<file path="src/rtl/sram_req_sequencer_if.sv">
`default_nettype none
// ============================================================================
//  Module   : sram_req_sequencer_if
//  Purpose  : Host-side request/response bundle for sram_req_sequencer.
//             The master modport belongs to the host and the slave modport
//             to the sequencer.
//  Revision : 1.0  initial release
// ============================================================================
interface sram_req_sequencer_if #(
   parameter int AW   = 4,
   parameter int COLS = 8
);
   logic            req_valid;
   logic            req_ready;
   logic            req_write;
   logic [AW-1:0]   req_addr;
   logic [COLS-1:0] req_wdata;
   logic            rsp_valid;
   logic            rsp_ready;
   logic [COLS-1:0] rsp_rdata;
   logic            rsp_err;

   modport master (
      output req_valid, req_write, req_addr, req_wdata, rsp_ready,
      input  req_ready, rsp_valid, rsp_rdata, rsp_err
   );

   modport slave (
      input  req_valid, req_write, req_addr, req_wdata, rsp_ready,
      output req_ready, rsp_valid, rsp_rdata, rsp_err
   );
endinterface
`default_nettype wire

</file>
<file path="src/rtl/sram_req_sequencer.sv">
`default_nettype none
// ============================================================================
//  Module   : sram_req_sequencer
//  Purpose  : Host-side front end for sram_top. Writes become an LSB-first
//             serial shift burst followed by a single w_en pulse; reads become
//             an r_en pulse, a wait for data_valid and a held response.
//             Optional read timeout: define SRAM_SEQ_TIMEOUT_EN.
//  Revision : 1.0  initial release
// ============================================================================
module sram_req_sequencer #(
   parameter int ROWS       = 16,
   parameter int COLS       = 8,
   parameter int RD_TIMEOUT = 64
) (
   input  logic                      clk,
   input  logic                      arst_n,
   sram_req_sequencer_if.slave       bus,
   output logic                      busy,
   output logic                      sram_serial_in,
   output logic                      sram_shift,
   output logic                      sram_w_en,
   output logic                      sram_r_en,
   output logic [$clog2(ROWS)-1:0]   sram_addr,
   input  logic                      sram_data_valid,
   input  logic [COLS-1:0]           sram_data_out
);

   localparam int c_AW = $clog2(ROWS);
   localparam int c_CW = $clog2(COLS + 1);
   localparam logic [c_CW-1:0] c_LAST_BIT = c_CW'(COLS - 1);
   localparam logic [c_AW:0]   c_ROWS     = (c_AW + 1)'(ROWS);

   typedef enum logic [2:0] {
      S_IDLE  = 3'd0,
      S_SHIFT = 3'd1,
      S_WRITE = 3'd2,
      S_READ  = 3'd3,
      S_WAIT  = 3'd4,
      S_RESP  = 3'd5
   } state_t;

   state_t            r_state;
   state_t            w_state_nxt;
   logic              r_live;       // low for the cycle(s) following a reset edge
   logic [c_AW-1:0]   r_addr;
   logic [COLS-1:0]   r_sreg;       // write data, consumed LSB first
   logic [c_CW-1:0]   r_bit_cnt;
   logic [COLS-1:0]   r_rdata;
   logic              r_err;
   logic              w_accept;
   logic              w_addr_oor;
   logic              w_wait_expired;

   // A request is taken only in IDLE and never in the cycle right after reset.
   assign w_accept   = (r_state == S_IDLE) && r_live && bus.req_valid;
   // Addresses past the last row can only occur for non-power-of-2 ROWS.
   assign w_addr_oor = ({1'b0, bus.req_addr} >= c_ROWS);

`ifdef SRAM_SEQ_TIMEOUT_EN
   localparam int c_TW = (RD_TIMEOUT > 1) ? $clog2(RD_TIMEOUT) : 1;
   localparam logic [c_TW-1:0] c_TMO_LAST = c_TW'(RD_TIMEOUT - 1);

   logic [c_TW-1:0] r_wait_cnt;

   // Count cycles spent in WAIT, starting from zero on entry.
   always_ff @(posedge clk) begin
      if (!arst_n) begin
         r_wait_cnt <= '0;
      end else if (r_state == S_WAIT) begin
         r_wait_cnt <= r_wait_cnt + 1'b1;
      end else begin
         r_wait_cnt <= '0;
      end
   end

   assign w_wait_expired = (r_state == S_WAIT) && (r_wait_cnt == c_TMO_LAST);
`else
   // Without the timeout build WAIT holds until data_valid arrives.
   assign w_wait_expired = 1'b0;
`endif

   // State register.
   always_ff @(posedge clk) begin
      if (!arst_n) begin
         r_state <= S_IDLE;
      end else begin
         r_state <= w_state_nxt;
      end
   end

   // Next-state decode and state-driven outputs.
   always_comb begin
      w_state_nxt    = r_state;
      bus.req_ready  = 1'b0;
      bus.rsp_valid  = 1'b0;
      busy           = 1'b1;
      sram_shift     = 1'b0;
      sram_w_en      = 1'b0;
      sram_r_en      = 1'b0;
      sram_serial_in = 1'b0;
      case (r_state)
         S_IDLE: begin
            busy          = 1'b0;
            bus.req_ready = r_live;
            if (w_accept) begin
               if (bus.req_write) begin
                  w_state_nxt = w_addr_oor ? S_IDLE : S_SHIFT;
               end else begin
                  w_state_nxt = w_addr_oor ? S_RESP : S_READ;
               end
            end
         end
         S_SHIFT: begin
            sram_shift     = 1'b1;
            sram_serial_in = r_sreg[0];
            if (r_bit_cnt == c_LAST_BIT) begin
               w_state_nxt = S_WRITE;
            end
         end
         S_WRITE: begin
            sram_w_en   = 1'b1;
            w_state_nxt = S_IDLE;
         end
         S_READ: begin
            sram_r_en   = 1'b1;
            w_state_nxt = S_WAIT;
         end
         S_WAIT: begin
            if (sram_data_valid || w_wait_expired) begin
               w_state_nxt = S_RESP;
            end
         end
         S_RESP: begin
            bus.rsp_valid = 1'b1;
            if (bus.rsp_ready) begin
               w_state_nxt = S_IDLE;
            end
         end
         default: begin
            w_state_nxt = S_IDLE;
         end
      endcase
   end

   // Request latch, shift datapath and response capture.
   always_ff @(posedge clk) begin
      if (!arst_n) begin
         r_live    <= 1'b0;
         r_addr    <= '0;
         r_sreg    <= '0;
         r_bit_cnt <= '0;
         r_rdata   <= '0;
         r_err     <= 1'b0;
      end else begin
         r_live <= 1'b1;
         case (r_state)
            S_IDLE: begin
               if (w_accept) begin
                  r_addr    <= bus.req_addr;
                  r_sreg    <= bus.req_wdata;
                  r_bit_cnt <= '0;
                  if (!bus.req_write && w_addr_oor) begin
                     r_rdata <= '0;
                     r_err   <= 1'b1;
                  end
               end
            end
            S_SHIFT: begin
               r_sreg    <= r_sreg >> 1;
               r_bit_cnt <= r_bit_cnt + 1'b1;
            end
            S_WAIT: begin
               // Data arriving on the expiry cycle still wins over the timeout.
               if (sram_data_valid) begin
                  r_rdata <= sram_data_out;
                  r_err   <= 1'b0;
               end else if (w_wait_expired) begin
                  r_rdata <= '0;
                  r_err   <= 1'b1;
               end
            end
            default: begin
            end
         endcase
      end
   end

   assign bus.rsp_rdata = r_rdata;
   assign bus.rsp_err   = r_err;
   assign sram_addr     = r_addr;

endmodule
`default_nettype wire

</file>
<file path="src/flat_wrapper.sv">
// flat-port wrapper written by rule: the top's interface ports become plain ports
module sram_req_sequencer_flat 
#(
   parameter int ROWS       = 16,
   parameter int COLS       = 8,
   parameter int RD_TIMEOUT = 64
)
  (clk, arst_n, busy, sram_serial_in, sram_shift, sram_w_en, sram_r_en, sram_addr, sram_data_valid, sram_data_out, bus_req_valid, bus_req_write, bus_req_addr, bus_req_wdata, bus_rsp_ready, bus_req_ready, bus_rsp_valid, bus_rsp_rdata, bus_rsp_err);
  sram_req_sequencer_if #(.AW((4)), .COLS(COLS)) bus_i ();
  input  logic clk;
  input  logic arst_n;
  output logic busy;
  output logic sram_serial_in;
  output logic sram_shift;
  output logic sram_w_en;
  output logic sram_r_en;
  output logic [$clog2(ROWS)-1:0] sram_addr;
  input  logic sram_data_valid;
  input  logic [COLS-1:0] sram_data_out;
  input wire logic [$bits(bus_i.req_valid)-1:0] bus_req_valid;
  input wire logic [$bits(bus_i.req_write)-1:0] bus_req_write;
  input wire logic [$bits(bus_i.req_addr)-1:0] bus_req_addr;
  input wire logic [$bits(bus_i.req_wdata)-1:0] bus_req_wdata;
  input wire logic [$bits(bus_i.rsp_ready)-1:0] bus_rsp_ready;
  output wire logic [$bits(bus_i.req_ready)-1:0] bus_req_ready;
  output wire logic [$bits(bus_i.rsp_valid)-1:0] bus_rsp_valid;
  output wire logic [$bits(bus_i.rsp_rdata)-1:0] bus_rsp_rdata;
  output wire logic [$bits(bus_i.rsp_err)-1:0] bus_rsp_err;
  assign bus_i.req_valid = bus_req_valid;
  assign bus_i.req_write = bus_req_write;
  assign bus_i.req_addr = bus_req_addr;
  assign bus_i.req_wdata = bus_req_wdata;
  assign bus_i.rsp_ready = bus_rsp_ready;
  assign bus_req_ready = bus_i.req_ready;
  assign bus_rsp_valid = bus_i.rsp_valid;
  assign bus_rsp_rdata = bus_i.rsp_rdata;
  assign bus_rsp_err = bus_i.rsp_err;
  sram_req_sequencer #(.ROWS(ROWS), .COLS(COLS), .RD_TIMEOUT(RD_TIMEOUT)) u_core (.clk(clk), .arst_n(arst_n), .bus(bus_i), .busy(busy), .sram_serial_in(sram_serial_in), .sram_shift(sram_shift), .sram_w_en(sram_w_en), .sram_r_en(sram_r_en), .sram_addr(sram_addr), .sram_data_valid(sram_data_valid), .sram_data_out(sram_data_out));
endmodule
</file>
<file path="config.mk">
export PLATFORM = sky130hd
export DESIGN_NAME = sram_req_sequencer_flat
export DESIGN_NICKNAME = d
export VERILOG_FILES = /design/src/rtl/sram_req_sequencer_if.sv /design/src/rtl/sram_req_sequencer.sv /design/src/flat_wrapper.sv
export SDC_FILE = /design/constraint.sdc
export NUM_CORES = 1
export LEC_CHECK = 0
export CORE_ASPECT_RATIO = 2
export CORE_MARGIN = 10
export CORE_UTILIZATION = 40
export DETAILED_ROUTE_END_ITERATION = 10
export PLACE_DENSITY = 0.87
export SYNTH_ARGS = -nofsm -noshare
export SYNTH_HDL_FRONTEND = slang
export SYNTH_SLANG_ARGS = --single-unit
</file>
<file path="constraint.sdc">
create_clock -name clk -period 1.5 [get_ports clk]
set_input_delay 0.15 -clock clk [delete_from_list [all_inputs] [get_ports clk]]
set_output_delay 0.15 -clock clk [all_outputs]
set_load 0.005 [all_outputs]
</file>
**Word-level counts from Yosys, hierarchy flattened**

Cells that the tools add are included.

- Bits in registers: 28
- RAM bits: 0
- Bits in latches: 0
- Input bits: 26
- ROM bits: 0
- Memories kept: 0
- Output and inout bits: 20
- Word-level logic and storage cells: 43

- $add $sub $neg: 1
- Reduce and logical (&&, ||, !) cells: 8
- Bitwise operators: 0
- Div/mod/pow operators: 0
- Eq/ne operators: 10
- Order comparisons: 0
- Shifts and indexed selects: 0
- Muxes and demuxes: 18
- Multiply operators: 0

Operators with widths:

| operator | number |
|---|---|
| $pmux 8 s2 | 1 |
| $pmux 3 s5 | 1 |
| $mux 3 | 4 |
| $mux 1 | 8 |
| $mux 8 | 1 |
| $pmux 4 s2 | 1 |
| $eq 3x2->1 const B | 2 |
| $eq 3x3->1 const B | 2 |
| $reduce_and 2->1 | 3 |
| $add 4x1->4 const B | 1 |
| $eq 4x3->1 const B | 1 |
| $mux 4 | 1 |
| $ne 2x1->1 const B | 2 |
| $ne 2x2->1 const B | 2 |
| $reduce_and 4->1 | 1 |
| $eq 3x1->1 const B | 1 |
| $logic_not 3->1 | 1 |
| $logic_and 1x1->1 | 2 |
| $mux 2 | 1 |
| $reduce_bool 2->1 | 1 |

**Longest topological paths before layout**

Gate-level depths: netlist of the first run.

- Depth in word-level cells: 5
- Gate-level depth with buffers: 6

**Least setup slack after synthesis of the first run**

Ideal clock, no wire load.

- Path kind: reg2reg
- Start: reg u_core.r_state[0]
- End: reg u_core.r_sreg[4]
- Clock period less this slack: 1.470 ns
- Stages on the path, launching flop included: 7
- Setup slack: 0.030 ns
- Data arrival time: 1.354 ns
- Buffers on the path: 2
- Setup time: 0.116 ns
- Cells stage by stage: dfxtp_1 -> buf_6 -> nor3b_4 -> buf_6 -> mux2i_1 -> nand2_1 -> o211a_1

- Longest elaborated chain between the ends: 5

Ends and longest elaborated chain:

| item | line | text |
|---|---|---|
| start, declared | sram_req_sequencer.sv:42 | `state_t r_state;` |
| start signal, assigned | sram_req_sequencer.sv:87 | `r_state <= w_state_nxt;` |
| $logic_not 3->1 | sram_req_sequencer.sv:55, sram_req_sequencer.sv:156 |  |
| $logic_and 1x1->1 (2 in series) | sram_req_sequencer.sv:55 | `assign w_accept = (r_state == S_IDLE) && r_live && bus.req_valid;` |
| $ne 2x1->1 (no source line) | - |  |
| $reduce_and 2->1 (no source line) | - |  |
| end signal, assigned | sram_req_sequencer.sv:160 | `r_sreg <= bus.req_wdata;` |
| end signal, assigned | sram_req_sequencer.sv:169 | `r_sreg <= r_sreg >> 1;` |
| end, declared | sram_req_sequencer.sv:46 | `logic [COLS-1:0] r_sreg;` |

Several ways; a longest one is shown, not always the timed one.
A chain may end at the register's enable or synchronous reset.

**Worst setup path after layout of the first run**

- Start: reg u_core.r_state[0]
- End: out sram_r_en

- Longest elaborated chain between the ends: 2

Ends and longest elaborated chain:

| item | line | text |
|---|---|---|
| $eq 3x2->1 | sram_req_sequencer.sv:101 | `case (r_state)` |
| $mux 1 | sram_req_sequencer.sv:101 |  |
| end, declared | flat_wrapper.sv:16 | `output logic sram_r_en;` |

Every way passes these cells.

==> metrics.md, run 1 <==
| Metric | Value |
|---|---|
| Via density per instance | 5.42 |
| Synth Area in XOR/XNOR | 0% |
| Commonest non-fill, non-tap cells in the layout | 37 x clkdlybuf4s50_1, 25 x dfxtp_1, 19 x mux2i_1 |
| # IOs | 46 |
| Post-DR wirelength/cell | 17.5 µm |
| Core box area | 3160 µm² |
| GRT Overall Usage | between 10% and 20% |
| Cell variety after synth | 33 |
| TritonCTS clock tree | yes |
| Nets | 210 |
| Mux share of post-synthesis cell area | 16.0% |
| Largest family of logic cells by synthesized area | simple AND/OR/NAND/NOR gates |
| Crit-path cells | buf_4 -> nand2_1 -> nor2_1 -> dlygate4sd2_1 |
| Clock Sinks | 28 |
| Critical path capture point type | output port |
| Dpl cells | a little over 200 |
| Ant diodes | 0 |
| Post-route ant nets | 0 |
| Startpoint Class | register |
| Share of layout cells above drive strength 1 | 16.6% |
| Worst path max stage delay | between 0.3 and 0.4 ns |
| Most common cell after layout, fill and taps aside | clkdlybuf4s50_1 |
| Fin crit share | a little over nine tenths |
| Initial Util | 41.6% |
| Inserted Clock Buffers | 3 |
| # rows | 29 |
| Fmax | 0.688 GHz |
| Layout overhead on the synthesized area | 46.9% |
| Mapped Nets | 157 |
| MaxCap Viol Count | 0 |
| Width of the die | 60.5 µm |
| Buffer depth of the longest clock path | 2 |
| Port bufs | between 40 and 50 |
| Fin. max-slew vios | 0 |
| CTS H-tree depth | 1 |
| Required @ worst endpoint | 1.35 ns |
| Final Wtd Congestion | 0.747 |
| Drt first pass iters | 4 |
| CP delay by family, top | buffers and inverters |
| DIE AREA | 6120 µm² |
| Sequential power share | 39.5% |
| Die Span Y | 101 µm |
| Clock Skew | ~0.0015 ns |
| Worst vdd ir | 814 µV |
| Final WL | around 3700 µm |
| Sw frac | around a third |
| Clock Pin Slew Worst Setup and Hold Paths | 0.08 ns |
| WP buf/inv | 2 |
| Reg2reg start | u_core.r_state[0]$_SDFFE_PN0P_ |
| Vias in the first global route | 1305 |
| Root buffer cell | clkbuf_8 |
| Max Fanout on Critical Path | 5 |
| Leak pwr | 0.824 nW |
| Critical path startpoint | u_core.r_state[0]$_SDFFE_PN0P_ |
| Post-Synth Adder-Cell Area | 0.952% |
| Synthesized area | ~1300 µm² |
| First-pass GRT wire length | slightly above 6000 µm |
| Internal power | ~1.7 mW |
| PwrDens | 1270 nW/µm² |
| Largest net degree at the start of global routing | 30 |
| Simple logic cell fraction of the synthesized area | 23.7% |
| Dpl hpwl | around 2900 µm |
| Seq cells post-synth | 28 |
| Slowest cell on the critical path | dfxtp_4 |
| Initial drt markers | 17 |
| Clk_lat worst skew | 0.27 ns |
| P_sw | 0.785 mW |
| Worst Hold Class | reg2reg |
| Post-route minimum period | 1.45 ns |
| Status | completed |
| Comb power frac | around 45% |
| Fill cells | approximately 250 |
| Total gr overflow | 0 |
| Via count | 1149 |
| Worst EP arrival | 1.30 ns |
| Clock share of power | 15.8% |
| Final core utilization | 61.1% |
| Hold Vio Cnt, Final | 0 |
| Mapped Avg Cell Area | 10.1 µm² |
| # setup viols final | 0 |
| Synth Area in Compound Gates | 11.0% |
| WS Path Type | reg2out |
| Antenna violations before repair | 0 |
| Sequential cell area fraction in the yosys report | about 43% |
| Final std cells w/o fill | 212 |
| DRC Markers | 0 |
| Ys Warns | 0 |
| Worst Hold Launch | u_core.r_bit_cnt[3]$_SDFFE_PN0P_ |
| Synth Instances | 130 |
## layout make-up
type | instances | area (µm²) | share of cell area [%]
Multi-Input combinational cell | 91 | 703 | 36.4
Sequential cell | 28 | 572 | 29.6
Tap cell | 31 | 38.8 | 2.01
Inverter | 1 | 3.75 | 0.195
Timing Repair Buffer | 58 | 571 | 29.6
Clock buffer | 3 | 41.3 | 2.14
## registers in the layout (all words and copies together), names as in the netlist
signal                count
u_core.r_sreg             8
u_core.bus.rsp_rdata      8
u_core.r_bit_cnt          4
u_core.sram_addr          4
u_core.r_live             1
u_core.r_state            3
## worst paths after layout
path,to,slack (ns),cells past startpoint
hold / removal,u_core.r_bit_cnt[3]$_SDFFE_PN0P_,0.47,1
setup reg to reg,u_core.bus.rsp_rdata[7]$_SDFFE_PN0P_,0.06,6
hold reg to reg,u_core.r_bit_cnt[3]$_SDFFE_PN0P_,0.47,1
setup / recovery,sram_r_en,0.05,4
## through the flow
stage,power (mW),hold slack [ns],area (µm²),setup WS [ns],TNS (ns)
global route,2.63,0.510,1930,-0.0185,-0.0646
CTS,2.42,0.469,1890,0.00657,0
detailed placement,1.97,0.455,1810,-0.0609,-0.195
global placement,1.92,0.439,1810,-0.00634,-0.00634
floorplan,1.59,0.178,1310,0.0300,0
finish,2.46,0.468,1930,0.0459,0
## layer usage
metal / vias up / GRT usage (%) / share of wire, %
li1: 550 / - / -
met1: 555 / 11.5 / 33
met2: 34 / 24.2 / 59
met3: 10 / 3.28 / 5.4
met4: 0 / 5.43 / 2.3
met5: - / 0 / 0
## cell usage after synthesis
cell type | n | share of area [%]
and3b_1 | 2 | 1.3
inv_1 | 1 | 0.29
a41o_1 | 1 | 0.76
nor2b_1 | 15 | 7.1
or3_1 | 1 | 0.48
buf_2 | 3 | 1.1
buf_1 | 1 | 0.29
o211a_1 | 8 | 6.1
and2_1 | 2 | 0.95
nor3_1 | 1 | 0.38
nand2_1 | 15 | 4.3
nor3b_4 | 1 | 1.4
ha_1 | 1 | 0.95
nand3b_1 | 2 | 1.1
buf_4 | 1 | 0.57
a22oi_1 | 2 | 1.1
dfxtp_1 | 28 | 43
mux2i_1 | 21 | 16
nor3_4 | 1 | 1.2
nor3b_1 | 2 | 1.1
clkbuf_1 | 2 | 0.57
a21boi_0 | 1 | 0.57
buf_6 | 3 | 2.6
and3_1 | 1 | 0.48
o21ai_0 | 2 | 0.76
a21oi_1 | 3 | 1.1
conb_1 | 1 | 0.29
nand3_1 | 1 | 0.38
nor2_1 | 2 | 0.57
a31oi_1 | 1 | 0.48
nor3_2 | 1 | 0.76
nor2_4 | 1 | 0.86
and2b_1 | 2 | 1.1
## power by group through the flow
stage                     logic, mW  registers, mW  clock network, mW
final                          1.10          0.971              0.389
after detailed placement      0.993          0.980                  0
after global placement        0.950          0.965                  0
after floorplan               0.655          0.938                  0
after CTS                      1.05          0.968              0.401
after global routing           1.22          0.986              0.423
## cell families after synthesis
group,Yosys count
fa+ha+maj,1
compound gates,18
mux,21
buf+inv,11
other cells,1
flops,28
simple gates,50
## timing repair
action / 4_1_cts / 5_1_grt
buffers inserted: 3 / 1
endpoints found under the setup margin: 13 / 6
gates resized for setup: 15 / 11
hold buffers: 0 / 0
pin swaps: 1 / 1
(Power assumes the default switching activity.)
==> run 2: changes to the inputs <==
--- a/config.mk
+++ b/config.mk
@@ -5,10 +5,11 @@
 export SDC_FILE = /design/constraint.sdc
 export NUM_CORES = 1
 export LEC_CHECK = 0
-export CORE_ASPECT_RATIO = 2
+export CORE_ASPECT_RATIO = 1.2
 export CORE_MARGIN = 10
 export CORE_UTILIZATION = 40
 export DETAILED_ROUTE_END_ITERATION = 10
+export GPL_TIMING_DRIVEN = 0
 export PLACE_DENSITY = 0.87
 export SYNTH_ARGS = -nofsm -noshare
 export SYNTH_HDL_FRONTEND = slang
==> metrics.md, run 2 (synthesis results as in run 1) <==
| Metric | Value |
|---|---|
| Status | finished with violations (was completed) |
| Failing checks | setup timing |
| Ant diodes | 0 (unchanged) |
| Buffer depth of the longest clock path | 2 (unchanged) |
| Most common cell after layout, fill and taps aside | clkdlybuf4s50_1 (unchanged) |
| R2R Path End | u_core.r_sreg[6]$_SDFFE_PN0P_ (was u_core.bus.rsp_rdata[7]$_SDFFE_PN0P_) |
| Total gr overflow | 0 (unchanged) |
| DRC Markers | 0 (unchanged) |
| Commonest non-fill, non-tap cells in the layout | 37 x clkdlybuf4s50_1, 25 x dfxtp_1, 21 x mux2i_1 (was 37 x clkdlybuf4s50_1, 25 x dfxtp_1, 19 x mux2i_1) |
| Drt first pass iters | 3 (was 4) |
| Final Wtd Congestion | 0.735 (was 0.747) |
| Via density per instance | 4.93 (was 5.42) |
| Layout overhead on the synthesized area | 51.7% (was 46.9%) |
| WS Path Type | reg2out (unchanged) |
| Core box area | 3110 µm² (was 3160 µm²) |
| GRT Overall Usage | 11.9% (was 12.6%) |
| Startpoint Class | register (unchanged) |
| Setup_tns | -0.0572 ns (was 0 ns) |
| Post-DR wirelength/cell | 15.3 µm (was 17.5 µm) |
| Nets | 220 (was 210) |
| Dpl hpwl | 2450 µm (was 2860 µm) |
| FF/Latch Area | 564 µm² (was 572 µm²) |
| Required @ worst endpoint | 1.35 ns (about the same) |
| Hold Vio Cnt, Final | 0 (unchanged) |
| # rows | 22 (was 29) |
| Fill cells | 269 (was 254) |
| Clock Sinks | 28 (unchanged) |
| Worst Hold Launch | arst_n (was u_core.r_bit_cnt[3]$_SDFFE_PN0P_) |
| Die Span Y | 82.8 µm (was 101 µm) |
| MaxCap Viol Count | 0 (unchanged) |
| Worst EP arrival | 1.40 ns (was 1.30 ns) |
| Antenna violations before repair | 0 (unchanged) |
| DIE AREA | 5990 µm² (was 6120 µm²) |
| First-pass GRT wire length | 5860 µm (was 6090 µm) |
| Largest net degree at the start of global routing | 17 (was 30) |
| Post-route minimum period | 1.55 ns (was 1.45 ns) |
| # IOs | 46 (unchanged) |
| Multi-input logic area | 713 µm² (was 703 µm²) |
| Clk_lat worst skew | 0.32 ns (was 0.27 ns) |
| R2R setup slack | 0.05 ns (was 0.06 ns) |
| Fmax | 0.647 GHz (was 0.688 GHz) |
| TritonCTS clock tree | yes (unchanged) |
| Port bufs | 44 (unchanged) |
| Leak pwr | 0.857 nW (was 0.824 nW) |
| CTS H-tree depth | 1 (unchanged) |
| Clock Pin Slew Worst Setup and Hold Paths | 0.15 ns (was 0.08 ns) |
| Fin crit share | 103% (was 96.9%) |
| # setup viols final | 2 (was 0) |
| Fin. max-slew vios | 0 (unchanged) |
| Post-route ant nets | 0 (unchanged) |
| Final core utilization | 64.1% (was 61.1%) |
| PwrDens | 1380 nW/µm² (was 1270 nW/µm²) |
| Reg2reg start | u_core.r_state[2]$_SDFFE_PN0P_ (was u_core.r_state[0]$_SDFFE_PN0P_) |
| Critical path capture point type | output port (unchanged) |
| RSZ-0062 raised after global routing | yes |
| Clock Skew | 0.00175 ns (was 0.00153 ns) |
| Post-Layout Inst Area | 1990 µm² (was 1930 µm²) |
| Width of the die | 72.3 µm (was 60.5 µm) |
| Final Power | 2.75 mW (was 2.46 mW) |
| CTS hold repair buffers | 0 (unchanged) |
| Initial drt markers | 25 (was 17) |
| Dpl cell area | 1800 µm² (was 1810 µm²) |
| Max Fanout on Critical Path | 3 (was 5) |
| Via count | 1125 (was 1149) |
| Root buffer cell | clkbuf_4 (was clkbuf_8) |
| Final WL | 3490 µm (was 3700 µm) |
| Share of layout cells above drive strength 1 | 23.4% (was 16.6%) |
| Initial Util | 42.2% (was 41.6%) |
| PnR worst setup slack | -0.0467 ns (was 0.0459 ns) |
| Vias in the first global route | 1239 (was 1305) |
| Inserted Clock Buffers | 3 (unchanged) |
| FF-to-FF path depth | 7 (was 6) |
| Worst Hold Class | in2reg (was reg2reg) |
| Dpl ws | -0.438 ns (was -0.0609 ns) |
| Worst Hold Endpoint | u_core.r_live$_DFF_P_ (was u_core.r_bit_cnt[3]$_SDFFE_PN0P_) |
| WHS Path Cells | 1 (unchanged) |
| Worst vdd ir | 839 µV (was 814 µV) |
[run 2: worst max-delay path by stage]
| stage | from | slack (ns) | endpoint |
|---|---|---|---|
| 6_report | u_core.r_state[2]$_SDFFE_PN0P_ | -0.05 | sram_serial_in |
| 5_1_grt | u_core.r_state[0]$_SDFFE_PN0P_ | -0.09 | sram_serial_in |
| 4_1_cts | u_core.r_state[0]$_SDFFE_PN0P_ | -0.1 | bus_req_ready |
| 3_5_place_dp | u_core.r_state[0]$_SDFFE_PN0P_ | -0.44 | sram_serial_in |
| 3_3_place_gp | u_core.r_state[0]$_SDFFE_PN0P_ | -0.40 | sram_serial_in |
| 2_1_floorplan | u_core.r_state[0]$_SDFFE_PN0P_ | 0.03 | u_core.r_sreg[4]$_SDFFE_PN0P_ |
[run 2: repair_timing]
action | CTS | global route
gates resized for setup | 42 | 6
buffers inserted | 15 | 0
setup endpoints to repair | 16 | 21
pin swaps | 5 | 1
[run 2: area by class of cell]
class,count,share of cell area (%)
Multi-Input combinational cell,91,35.8
Tap cell,36,2.26
Inverter,1,0.188
Sequential cell,28,28.3
Clock buffer,3,1.13
Timing Repair Buffer,59,27.4
Clock inverter,1,1.51
Buffer,9,3.39
[run 2: routing by layer]
metal | share of wire, % | GRT usage (%) | up-vias
met5 | 0 | 0 | -
met4 | 1.8 | 5.62 | 0
met3 | 5.2 | 2.50 | 4
met2 | 55 | 22.1 | 23
met1 | 38 | 12.6 | 529
li1 | - | - | 569
[run 2: power breakdown]
group / internal [mW] / switching [mW] / total, mW
clock: 0.270 / 0.220 / 0.490
sequential: 0.868 / 0.0880 / 0.956
combinational: 0.756 / 0.551 / 1.31
[run 2: metrics by stage]
stage                     cells  hold slack [ns]
after detailed placement    210            0.465
final                       228            0.294
after global placement      210            0.441
after floorplan             130            0.178
after CTS                   229            0.289
after global routing        228            0.277
[run 2: worst max-delay path: stages (launching register included)]
cell and delay (ns):
dfxtp_2 0.37, nor3b_4 0.25, buf_6 0.13, buf_6 0.10, and2_4 0.13, buf_6 0.09
==> run 3: changes to the inputs <==
--- a/config.mk
+++ b/config.mk
@@ -10,6 +10,7 @@
 export CORE_UTILIZATION = 40
 export DETAILED_ROUTE_END_ITERATION = 10
 export GPL_TIMING_DRIVEN = 0
+export HOLD_SLACK_MARGIN = 0.1
 export PLACE_DENSITY = 0.87
 export SYNTH_ARGS = -nofsm -noshare
 export SYNTH_HDL_FRONTEND = slang
==> results of run 3 <==
Final layout, timing and power as in run 2 (identical DEF).
